--- src/rtl/pipeline_ctrl_pkg.sv ---
// Shared constants and types for the RV32I hazard/sequencing controller.
// Opcodes, FSM states, forward-select codes and the shadow slot record.
package pipeline_ctrl_pkg;

  localparam int RD_W = 5;

  localparam logic [6:0] LOAD   = 7'b0000011;
  localparam logic [6:0] OPIMM  = 7'b0010011;
  localparam logic [6:0] AUIPC  = 7'b0010111;
  localparam logic [6:0] STORE  = 7'b0100011;
  localparam logic [6:0] OP     = 7'b0110011;
  localparam logic [6:0] LUI    = 7'b0110111;
  localparam logic [6:0] BRANCH = 7'b1100011;
  localparam logic [6:0] JALR   = 7'b1100111;
  localparam logic [6:0] JAL    = 7'b1101111;

  typedef enum logic [0:0] {
    RUN      = 1'b0,
    MEM_WAIT = 1'b1
  } state_t;

  localparam logic [1:0] FWD_RF    = 2'd0;
  localparam logic [1:0] FWD_EXMEM = 2'd1;
  localparam logic [1:0] FWD_MEMWB = 2'd2;

  typedef struct packed {
    logic            valid;
    logic [RD_W-1:0] rd;
    logic            writes_rd;
    logic            is_load;
  } shadow_t;

  function automatic shadow_t decode_slot(
    input logic            v,
    input logic [6:0]      op,
    input logic [RD_W-1:0] rd
  );
    shadow_t s;
    s           = '0;
    s.valid     = v;
    s.rd        = rd;
    s.writes_rd = v && (op != STORE) &&
                  (op != BRANCH) && (rd != '0);
    s.is_load   = v && (op == LOAD);
    return s;
  endfunction

endpackage

--- src/rtl/pipeline_ctrl_shadow.sv ---
// Three-slot EX/MEM/WB shadow chain of destination/opcode state.
// Advanced by the same enables the controller drives onto the pipeline.
module hazard_shadow
  import pipeline_ctrl_pkg::*;
(
  input  logic    clk,
  input  logic    rst_n,
  input  logic    id_ex_en,
  input  logic    id_ex_flush,
  input  logic    ex_mem_en,
  input  logic    mem_wb_en,
  input  shadow_t id_slot,
  output shadow_t ex_slot,
  output shadow_t mem_slot,
  output shadow_t wb_slot
);

  always_ff @(posedge clk or negedge rst_n) begin
    if (!rst_n) begin
      ex_slot  <= '0;
      mem_slot <= '0;
      wb_slot  <= '0;
    end else begin
      if (id_ex_en)
        ex_slot <= id_ex_flush ? '0 : id_slot;
      if (ex_mem_en)
        mem_slot <= ex_slot;
      if (mem_wb_en)
        wb_slot <= mem_slot;
    end
  end

endmodule

--- src/rtl/pipeline_ctrl.sv ---
// Hazard and sequencing controller for the five-stage RV32I pipeline.
// Stage enables/flushes, forward selects, load-use and memory stalls.
module pipeline_ctrl
  import pipeline_ctrl_pkg::*;
#(
  parameter int XLEN_RD = 5
) (
  input  logic               clk,
  input  logic               rst_n,
  input  logic               id_valid,
  input  logic [6:0]         id_opcode,
  input  logic [XLEN_RD-1:0] id_rd_num,
  input  logic [XLEN_RD-1:0] id_rs1_num,
  input  logic [XLEN_RD-1:0] id_rs2_num,
  input  logic               ex_redirect,
  input  logic               mem_req,
  input  logic               mem_ready,
  output logic               pc_en,
  output logic               if_id_en,
  output logic               id_ex_en,
  output logic               ex_mem_en,
  output logic               mem_wb_en,
  output logic               if_id_flush,
  output logic               id_ex_flush,
  output logic               wb_en,
  output logic [1:0]         fwd_a_sel,
  output logic [1:0]         fwd_b_sel
);

  state_t  state;
  shadow_t id_slot;
  shadow_t ex_s;
  shadow_t mem_s;
  shadow_t wb_s;
  logic    freeze;
  logic    redirect;
  logic    load_use;
  logic    unused_ok;

  assign id_slot = decode_slot(id_valid, id_opcode, id_rd_num);

  hazard_shadow u_shadow (
    .clk         (clk),
    .rst_n       (rst_n),
    .id_ex_en    (id_ex_en),
    .id_ex_flush (id_ex_flush),
    .ex_mem_en   (ex_mem_en),
    .mem_wb_en   (mem_wb_en),
    .id_slot     (id_slot),
    .ex_slot     (ex_s),
    .mem_slot    (mem_s),
    .wb_slot     (wb_s)
  );

  // WB is covered by write-before-read in the register file
  assign unused_ok = ^{wb_s, mem_s.is_load};

  function automatic logic [1:0] pick(
    input logic [XLEN_RD-1:0] rs,
    input shadow_t            ex,
    input shadow_t            mem
  );
    logic ex_hit;
    logic mem_hit;
    ex_hit  = (rs != '0) && ex.valid &&
              ex.writes_rd && (ex.rd == rs);
    mem_hit = (rs != '0) && mem.valid &&
              mem.writes_rd && (mem.rd == rs) &&
              !ex_hit;
    pick = FWD_RF;
    unique case (1'b1)
      ex_hit:  pick = FWD_EXMEM;
      mem_hit: pick = FWD_MEMWB;
      default: pick = FWD_RF;
    endcase
  endfunction

  assign freeze   = (state == MEM_WAIT);
  assign redirect = !freeze && ex_redirect;
  assign load_use = !freeze && !redirect &&
                    id_valid && ex_s.valid &&
                    ex_s.is_load && (ex_s.rd != '0) &&
                    ((ex_s.rd == id_rs1_num) ||
                     (ex_s.rd == id_rs2_num));

  assign pc_en       = !freeze && !load_use;
  assign if_id_en    = !freeze && !load_use;
  assign id_ex_en    = !freeze;
  assign ex_mem_en   = !freeze;
  assign mem_wb_en   = !freeze;
  assign wb_en       = !freeze;
  assign if_id_flush = redirect;
  assign id_ex_flush = redirect || load_use;

  always_ff @(posedge clk or negedge rst_n) begin
    if (!rst_n) begin
      state     <= RUN;
      fwd_a_sel <= FWD_RF;
      fwd_b_sel <= FWD_RF;
    end else begin
      if (id_ex_en) begin
        fwd_a_sel <= id_ex_flush ? FWD_RF :
                     pick(id_rs1_num, ex_s, mem_s);
        fwd_b_sel <= id_ex_flush ? FWD_RF :
                     pick(id_rs2_num, ex_s, mem_s);
      end
      unique case (state)
        RUN:
          if (mem_req && !mem_ready && mem_s.valid)
            state <= MEM_WAIT;
        MEM_WAIT:
          if (mem_ready)
            state <= RUN;
        default:
          state <= RUN;
      endcase
    end
  end

endmodule

--- config.mk ---
export PLATFORM = sky130hd
export DESIGN_NAME = pipeline_ctrl
export DESIGN_NICKNAME = d
export VERILOG_FILES = /design/src/rtl/pipeline_ctrl_pkg.sv /design/src/rtl/pipeline_ctrl_shadow.sv /design/src/rtl/pipeline_ctrl.sv
export SDC_FILE = /design/constraint.sdc
export NUM_CORES = 1
export LEC_CHECK = 0
export ABC_AREA = 1
export CAP_MARGIN = 10
export CORE_MARGIN = 2
export CORE_UTILIZATION = 40
export DETAILED_ROUTE_END_ITERATION = 8
export PLACE_DENSITY = 0.69
export SLEW_MARGIN = 20
export SYNTH_ARGS = -nofsm -noshare
export SYNTH_HDL_FRONTEND = slang
export SYNTH_SLANG_ARGS = --single-unit
--- constraint.sdc ---
create_clock -name clk -period 2 [get_ports clk]
set_clock_uncertainty 0.15 [all_clocks]
set_input_delay 0.4 -clock clk [delete_from_list [all_inputs] [get_ports clk]]
set_output_delay 0.4 -clock clk [all_outputs]
set_load 0.005 [all_outputs]
==> flow_summary.json, run 1 <==
{
  "status": "finished, violations left",
  "violations": "setup timing",
  "worstSetupStartpointType": "flop",
  "slew_violations": 0,
  "die-area_mm2": 0.00397,
  "rsz0062_at_grt": "true",
  "drtIter0Drc": 81,
  "synthAdderAreaFrac": 0,
  "wl_per_cell_um": 11.0,
  "p_per_area_mw_per_mm2": 554,
  "grt_pass1_wl_um": 6260,
  "path_clk_slew_ns": 0.14,
  "yosysSeqAreaShare": 0.359,
  "via_per_inst": 4.68,
  "place.gp.congestion": 0.852,
  "crit_family": "flip-flops",
  "leakage_nw": 1.15,
  "dr.pass1.iters": 4,
  "io_pins": 40,
  "finalWorstSetupSlack_ns": -0.0552,
  "synth_top_family_by_area": "simple AND/OR/NAND/NOR gates",
  "wl_um": 3720,
  "portBuffers": 39,
  "relSlewSlack": 0.793,
  "total_power_mw": 1.18,
  "fin_cells": 338,
  "vias": 1582,
  "avgSynthCellArea_um2": 6.24,
  "ys_top_cells_by_count": "nand2_1 (88), inv_1 (30), nor2_1 (26)",
  "cp_cell_sequence": "inv_2, nand2_1, nand2_2, nor2_4, nand3_2, nand2_4, a21oi_2, buf_2",
  "drive_above_1_share": 0.233,
  "cts_max_level": 1,
  "required_ns": 1.45,
  "fin_crit_sh": 1.03,
  "path_max_fanout": 5,
  "antenna_found_initial": 0,
  "critPathKind": "flop to output port",
  "cts_tree": "done",
  "yosys_register_bits": 20,
  "synth_xor_area_frac": 0.0126,
  "r2r_setup_slack_ns": 0.17,
  "synth.distinct_cells": 21,
  "antenna_left": 0,
  "max_freq_mhz": 487,
  "grt_pass1_vias": 1441,
  "synth_top_area_frac": 0.359,
  "peakVddDrop_mv": 0.313,
  "area_delta_synth_final_pct": 52.9,
  "die_w_um": 63.0,
  "crit_buf_inv": 2,
  "netlist_instances": 223,
  "track_usage": 0.196,
  "numCtsBuffers": 3,
  "drv_cap": 0,
  "r2r-start": "freeze$_DFF_PN0_",
  "fp.dieH_um": 63.0,
  "clkLatencyLatePin_ns": 0.31,
  "drc": 0,
  "crit_start": "u_shadow.ex_slot[6]$_DFFE_PN0N_",
  "period_minus_slack_ns": 2.06,
  "hold_path_class": "primary input to asynchronous set/reset pin",
  "synth.most_common_cell": "nand2_1",
  "core_area_mm2": 0.00334,
  "dp.cells": 322,
  "diodes": 0,
  "syn-cell-area_mm2": 0.00139,
  "grt_max_degree": 21,
  "critPathCaptureType": "output port",
  "cp_slowest_stage_delay_ns": 0.48,
  "yosys.area_share.simple": 0.454,
  "cts_max_path_buffers": 2,
  "synthTopCellsByArea": "dfrtp_1 (36%), nand2_1 (24%), inv_1 (8.1%)",
  "worstMarginPinSlew_ns": 0.308,
  "initial_core_util": 0.417,
  "crit_arrival_ns": 1.51,
  "nets": 321,
  "clock-sinks": 20,
  "synth_edf_count": 0,
  "slowest_stage": "dfrtp_2",
  "async_flop_share": 1.00,
  "syn_nets": 251,
  "design_area_mm2": 0.00213,
  "synth_area_leader_cell": "dfrtp_1",
  "place_area_mm2": 0.00194,
  "synth_ff_type": "dfrtp_1",
  "overflow": 0,
  "clock-root-buffer": "clkbuf_4",
  "hold_viol": 0,
  "synth_compound_area_frac": 0.0359,
  "place_hpwl_um": 2750,
  "ys_warn_count": 0,
  "num_rows": 21,
  "finalSetupViolCount": 3,
  "synthMuxAreaShare": 0
}
-- power breakdown --
part | internal, mW | leakage, nW | switching, mW | total (mW)
sequential | 0.441 | 0.259 | 0.0418 | 0.482
combinational | 0.187 | 0.862 | 0.173 | 0.359
clock | 0.203 | 0.0279 | 0.135 | 0.338
-- cells by family (layout without fill, tap and decap cells) --
kind of cell / after synthesis / after routing
buffers and inverters: 42 / 111
flip-flops: 20 / 20
AO/OA/AOI/OAI: 10 / 10
XOR/XNOR: 2 / 2
AND/OR/NAND/NOR: 149 / 149
-- final timing paths --
check,endpoint,depth (start not counted)
max,pc_en,8
min,u_shadow.ex_slot[7]$_DFFE_PN0N_,2
max reg2reg,u_shadow.ex_slot[0]$_DFFE_PN0N_,9
min reg2reg,fwd_b_sel[1]$_DFFE_PN0N_,2
max in group asynchronous,u_shadow.ex_slot[4]$_DFFE_PN0N_,2
min in group clk,fwd_b_sel[1]$_DFFE_PN0N_,2
-- cell usage in the layout (no fill, tap or decap), types with 2 or more instances in the layout --
| master | count |
|---|---|
| clkbuf_4 | 3 |
| inv_1 | 26 |
| buf_2 | 3 |
| buf_4 | 32 |
| a21oi_1 | 2 |
| nand3b_1 | 2 |
| inv_2 | 7 |
| clkdlybuf4s50_1 | 25 |
| nand3_2 | 2 |
| nor3_1 | 5 |
| nand2_4 | 2 |
| dlygate4sd2_1 | 9 |
| o21ai_0 | 7 |
| buf_6 | 3 |
| nand2_1 | 83 |
| dfrtp_1 | 17 |
| dfrtp_2 | 3 |
| nor2_1 | 23 |
| nor2_4 | 2 |
| nand2_2 | 5 |
| nand3_1 | 18 |
| nor2_2 | 2 |
| nand4_1 | 3 |
-- through the flow --
step | hold WS (ns) | setup slack (ns) | TNS [ns] | utilization
2_1_floorplan | -0.0456 | 0.305 | 0 | -
3_3_place_gp | 0.315 | -0.611 | -3.21 | 0.583
3_5_place_dp | 0.317 | -0.621 | -3.53 | 0.583
4_1_cts | 0.270 | -0.0866 | -0.244 | 0.617
5_1_grt | 0.283 | -0.129 | -0.403 | 0.638
6_report | 0.260 | -0.0552 | -0.149 | 0.638
-- flip-flops by register name, summed over array words and instances, names as in the netlist --
name,count
u_shadow.ex_slot,8
fwd_a_sel,2
freeze,1
fwd_b_sel,2
u_shadow.mem_slot,7
-- final cells by class --
class | count | area, um2
clock inverter | 1 | 30.0
timing repair buffer | 74 | 641
tap | 46 | 57.6
sequential | 20 | 504
multi-input combinational | 161 | 751
clock buffer | 3 | 22.5
fill | 334 | 1210
inverter | 33 | 124
-- routing by layer --
metal,share of wire,vias to the layer above,wire (um),GRT usage
met4,0.011,0,40,0.0500
met3,0.052,4,195,0.0324
met1,0.45,718,1680,0.247
met2,0.48,45,1810,0.346
li1,-,815,-,-
met5,0,-,0,0
-- repair_timing --
item,CTS,global route
resized for setup,37,11
endpoints found under the setup margin,8,7
buffers inserted,6,6
pin swaps,7,7
hold buffers,0,0
Power figures use the tool's default switching activity.
==> inputs of run 2 (changes only) <==
PLACE_DENSITY = 0.66   (was 0.69)
SYNTH_HIERARCHICAL = 1   (was not set)
clock period = 2.6 ns   (was 2 ns; I/O delays follow)
==> flow_summary.json, run 2 <==
{
  "multi_input_area_um2": 682,
  "whs_ns": 0.346,
  "clkLatencyLatePin_ns": 0.31,
  "seqCellArea_um2": 505,
  "intPower_uw": 566,
  "diodes": 0,
  "rsz0062_at_grt": "true",
  "relSlewSlack": 0.753,
  "place.gp.congestion": 0.863,
  "reg.largest.list": "u_shadow/ex_slot: 8 flops, u_shadow/mem_slot: 7 flops",
  "fin_crit_sh": 0.982,
  "vias": 1440,
  "overflow": 0,
  "die_w_um": 62.2,
  "period_minus_slack_ns": 2.55,
  "clock-sinks": 20,
  "finalSetupViolCount": 0,
  "switching_share": 0.318,
  "clock-root-buffer": "clkbuf_4",
  "total_power_uw": 829,
  "numCtsBuffers": 3,
  "place_hpwl_um": 2440,
  "layout_common_cells": "nand2_1 (72), buf_4 (28), inv_1 (27), clkdlybuf4s50_1 (27), nor2_1 (19)",
  "io_pins": 40,
  "via_per_inst": 4.53,
  "track_usage": 0.184,
  "largest-register": "u_shadow/ex_slot",
  "core_area_mm2": 0.00328,
  "initial_core_util": 0.412,
  "cts_hold_buf": 0,
  "num_rows": 21,
  "antenna_left": 0,
  "grt_pass1_vias": 1389,
  "slew_violations": 0,
  "path_clk_slew_ns": 0.12,
  "max_freq_mhz": 392,
  "status": "finished clean",
  "switchingPower_uw": 264,
  "netlist_instances": 207,
  "dr.pass1.iters": 4,
  "p_per_area_mw_per_mm2": 410,
  "mostFrequentLayoutCell": "nand2_1",
  "peakVddDrop_mv": 0.200,
  "nets": 301,
  "pwr-share-clk": 0.220,
  "critPathCaptureType": "flop",
  "cts_tree": "done",
  "cts_max_level": 1,
  "worstMarginPinSlew_ns": 0.367,
  "drc": 0,
  "seq_power_share": 0.462,
  "grt_pass1_wl_um": 5820,
  "cts_max_path_buffers": 2,
  "grt_max_degree": 29,
  "worstSetupStartpointType": "primary input",
  "path_max_fanout": 3,
  "largest_reg_flops": 8,
  "die-area_mm2": 0.00386,
  "avgSynthCellArea_um2": 6.53,
  "portBuffers": 39,
  "drv_cap": 0,
  "area_delta_synth_final_pct": 49.6,
  "antenna_found_initial": 0,
  "fp.dieH_um": 62.2,
  "drtIter0Drc": 59,
  "syn-cell-area_mm2": 0.00135,
  "syn_nets": 235,
  "hold_viol": 0,
  "required_ns": 2.67,
  "critPathKind": "primary input to flop",
  "hold_path_class": "flop to flop",
  "drive_above_1_share": 0.202,
  "combPwrFrac": 0.318,
  "wl_per_cell_um": 10.3,
  "fillCellCount": 315,
  "ys_warn_count": 6,
  "crit_arrival_ns": 2.62,
  "leakage_nw": 1.09,
  "wl_um": 3280
}
-- run 2: final timing paths --
kind                                                 startpoint                         endpoint  slack (ns)  cells past startpoint
max in group asynchronous                                 rst_n  u_shadow/ex_slot[5]$_DFFE_PN0P_        1.68                      2
worst min register to register         fwd_b_sel[0]$_DFFE_PN0N_         fwd_b_sel[0]$_DFFE_PN0N_        0.35                      2
min in group asynchronous                                 rst_n         fwd_a_sel[0]$_DFFE_PN0N_        0.37                      2
worst max register to register  u_shadow/ex_slot[4]$_DFFE_PN0P_         fwd_a_sel[1]$_DFFE_PN0N_        0.08                     19
worst max-delay path                              id_rs1_num[2]         fwd_a_sel[1]$_DFFE_PN0N_        0.05                     20
worst min-delay path                   fwd_b_sel[0]$_DFFE_PN0N_         fwd_b_sel[0]$_DFFE_PN0N_        0.35                      2
-- run 2: repair_timing --
item,in CTS,in global routing
endpoints found under the setup margin,3,5
cloned,0,0
pin swaps,2,2
setup buffers,9,2
resized for setup,12,13
-- run 2: layout make-up --
cell class                      count  area share
Tap cell                           46      0.0284
Clock buffer                        4      0.0179
Multi-Input combinational cell    144       0.337
Inverter                           36      0.0674
Timing Repair Buffer               68       0.299
Sequential cell                    20       0.250
-- run 2: per-stage QoR --
| stage | utilization | setup WS, ns | cells | setup TNS [ns] | cell area [um2] |
|---|---|---|---|---|---|
| floorplan | - | 0.720 | 207 | 0 | 1350 |
| global placement | 0.571 | -0.236 | 303 | -0.639 | 1880 |
| detailed placement | 0.571 | -0.243 | 303 | -0.679 | 1880 |
| CTS | 0.601 | 0.0443 | 316 | 0 | 1970 |
| global route | 0.616 | -0.0842 | 318 | -0.116 | 2020 |
| finish | 0.616 | 0.0464 | 318 | 0 | 2020 |
-- run 2: worst max-delay path, cell delays in order --
cell and delay (ns):
dlygate4sd2_1 0.25, inv_2 0.05, nand2_1 0.05, nand2_1 0.06, nor2_2 0.12, nand3_2 0.11, buf_6 0.14, buf_4 0.13
buf_4 0.12, buf_4 0.12, buf_4 0.12, buf_4 0.12, buf_4 0.12, buf_4 0.12, buf_4 0.12, buf_4 0.13
nor2_4 0.07, nor2_1 0.05, nand3_1 0.06, nand2_1 0.05
-- run 2: power groups by stage --
stage	combinational [mW]	sequential (mW)	clock, mW
2_1_floorplan	0.143	0.374	0
3_3_place_gp	0.244	0.388	0
3_5_place_dp	0.247	0.389	0
4_1_cts	0.253	0.383	0.187
5_1_grt	0.299	0.390	0.201
6_report	0.264	0.383	0.182
-- run 2: metal layers --
metal  part of all wire  up-vias  wire length (um)  GRT usage
li1                   -      757                 -          -
met1               0.48      636              1570      0.238
met2               0.45       39              1490      0.311
met3              0.042        8               137     0.0254
met4              0.025        0                83     0.0750
met5                  0        -                 0          0
==> inputs of run 3 (changes only) <==
PLACE_DENSITY = 0.71   (was 0.66)
SLEW_MARGIN = not set   (was 20)
==> flow_summary.json, run 3 (synthesis results as in run 2) <==
{
  "hp-start": "fwd_a_sel[1]$_DFFE_PN0N_",
  "cts_tree": "done",
  "r2r_setup_slack_ns": 0.80,
  "core_area_mm2": 0.00328,
  "clkLatencyLatePin_ns": 0.30,
  "clock-sinks": 20,
  "crit_start": "id_rs1_num[4]",
  "path_clk_slew_ns": 0.11,
  "drc": 0,
  "slew_violations": 0,
  "leakage_nw": 1.09,
  "postCtsSetupBuffers": 0,
  "cts_hold_buf": 0,
  "wl_um": 3120,
  "dp.cells": 302,
  "antenna_left": 0,
  "r2r.worst_path.cells": 11,
  "place_hpwl_um": 2520,
  "hold_viol": 0,
  "total_power_uw": 877,
  "critPathCaptureType": "output port",
  "io_pins": 40,
  "via_per_inst": 4.47,
  "drv_cap": 0,
  "area_delta_synth_final_pct": 44.3,
  "dr.pass1.iters": 4,
  "largest_reg_flops": 8,
  "drtIter0Drc": 77,
  "hold_depth": 2,
  "whs_ns": 0.342,
  "hold_path_class": "flop to flop",
  "period_minus_slack_ns": 2.47,
  "grt_max_degree": 29,
  "status": "finished clean",
  "diodes": 0,
  "relSlewSlack": 0.805,
  "p_per_area_mw_per_mm2": 449,
  "grt_pass1_vias": 1389,
  "nets": 289,
  "fp.dieH_um": 62.2,
  "crit_arrival_ns": 1.80,
  "worstSetupStartpointType": "primary input",
  "num_rows": 21,
  "numCtsBuffers": 3,
  "grt_pass1_wl_um": 5840,
  "path_max_fanout": 2,
  "final_util": 0.594,
  "reg.largest.list": "u_shadow/ex_slot: 8 flops, u_shadow/mem_slot: 7 flops",
  "vias": 1367,
  "required_ns": 1.93,
  "critPathKind": "primary input to output port",
  "peakVddDrop_mv": 0.197,
  "overflow": 0,
  "finalSetupViolCount": 0,
  "die-area_mm2": 0.00386,
  "antenna_found_initial": 0,
  "fin_cells": 306,
  "clock-root-buffer": "clkbuf_4",
  "fin_crit_sh": 0.949,
  "die_w_um": 62.2,
  "wl_per_cell_um": 10.2,
  "place.gp.congestion": 0.893,
  "rsz0062_at_grt": "false",
  "mostFrequentLayoutCell": "nand2_1",
  "track_usage": 0.184,
  "cts_max_path_buffers": 2,
  "largest-register": "u_shadow/ex_slot",
  "portBuffers": 39,
  "r2r-start": "freeze$_DFF_PN0_",
  "initial_core_util": 0.412,
  "layout_common_cells": "nand2_1 (72), clkdlybuf4s50_1 (28), inv_1 (27)",
  "worstMarginPinSlew_ns": 0.292,
  "max_freq_mhz": 405,
  "cts_max_level": 1,
  "drive_above_1_share": 0.146
}
[run 3: changes by cell type in the layout (fill, tap and decap cells not counted), sizes merged]
| cell | previous run | this run |
|---|---|---|
| buf | 29 | 17 |
| bufinv | 0 | 1 |
| clkbuf | 4 | 3 |
| clkdlybuf4s15 | 1 | 0 |
| clkdlybuf4s50 | 27 | 28 |
| dlygate4sd2 | 9 | 4 |
| dlymetal6s2s | 2 | 7 |
[run 3: routing by layer]
metal  track usage  vias up  share of wire
li1              -      730              -
met4        0.0583        0          0.012
met3        0.0181        4          0.036
met2         0.327       30           0.48
met1         0.236      603           0.48
met5             0        -              0
[run 3: what timing repair did]
item                                    4_1_cts  5_1_grt
endpoints found under the setup margin        3        3
pin swaps                                     2        0
gates resized for setup                       5       11
[run 3: power by group]
group          total, mW  internal, mW  leakage [nW]  switching (mW)
Sequential         0.382         0.341         0.263          0.0409
Combinational      0.244         0.124         0.796           0.120
Clock              0.251         0.156        0.0279          0.0954
[run 3: final timing paths]
kind                                               endpoint
hold / removal                     fwd_a_sel[1]$_DFFE_PN0N_
setup reg to reg            u_shadow/ex_slot[3]$_DFFE_PN0P_
setup / recovery                                id_ex_flush
min in group asynchronous          fwd_b_sel[0]$_DFFE_PN0N_
max in group asynchronous  u_shadow/mem_slot[5]$_DFFE_PN0P_
hold reg to reg                    fwd_a_sel[1]$_DFFE_PN0N_
[run 3: area by class of cell]
cell class / instances / area [um2]
Clock buffer: 3 / 22.5
Clock inverter: 1 / 30.0
Fill cell: 324 / 1330
Inverter: 36 / 136
Multi-Input combinational cell: 144 / 674
Sequential cell: 20 / 500
Tap cell: 46 / 57.6
Timing Repair Buffer: 56 / 531
[run 3: stage by stage]
stage | area [um2] | worst slack (ns) | setup TNS (ns)
after floorplan | 1350 | 0.720 | 0
after global placement | 1870 | -0.222 | -0.653
after detailed placement | 1870 | -0.235 | -0.693
after CTS | 1920 | 0.000193 | 0
after global routing | 1950 | 0.0182 | 0
final | 1950 | 0.133 | 0
[run 3: critical path, cell delays in order]
cell and delay [ns]:
clkdlybuf4s50_1 0.51, xnor2_1 0.15, nand3_2 0.13, nand2_4 0.10, nand2_4 0.04, nand2_1 0.09, dlygate4sd2_1 0.24
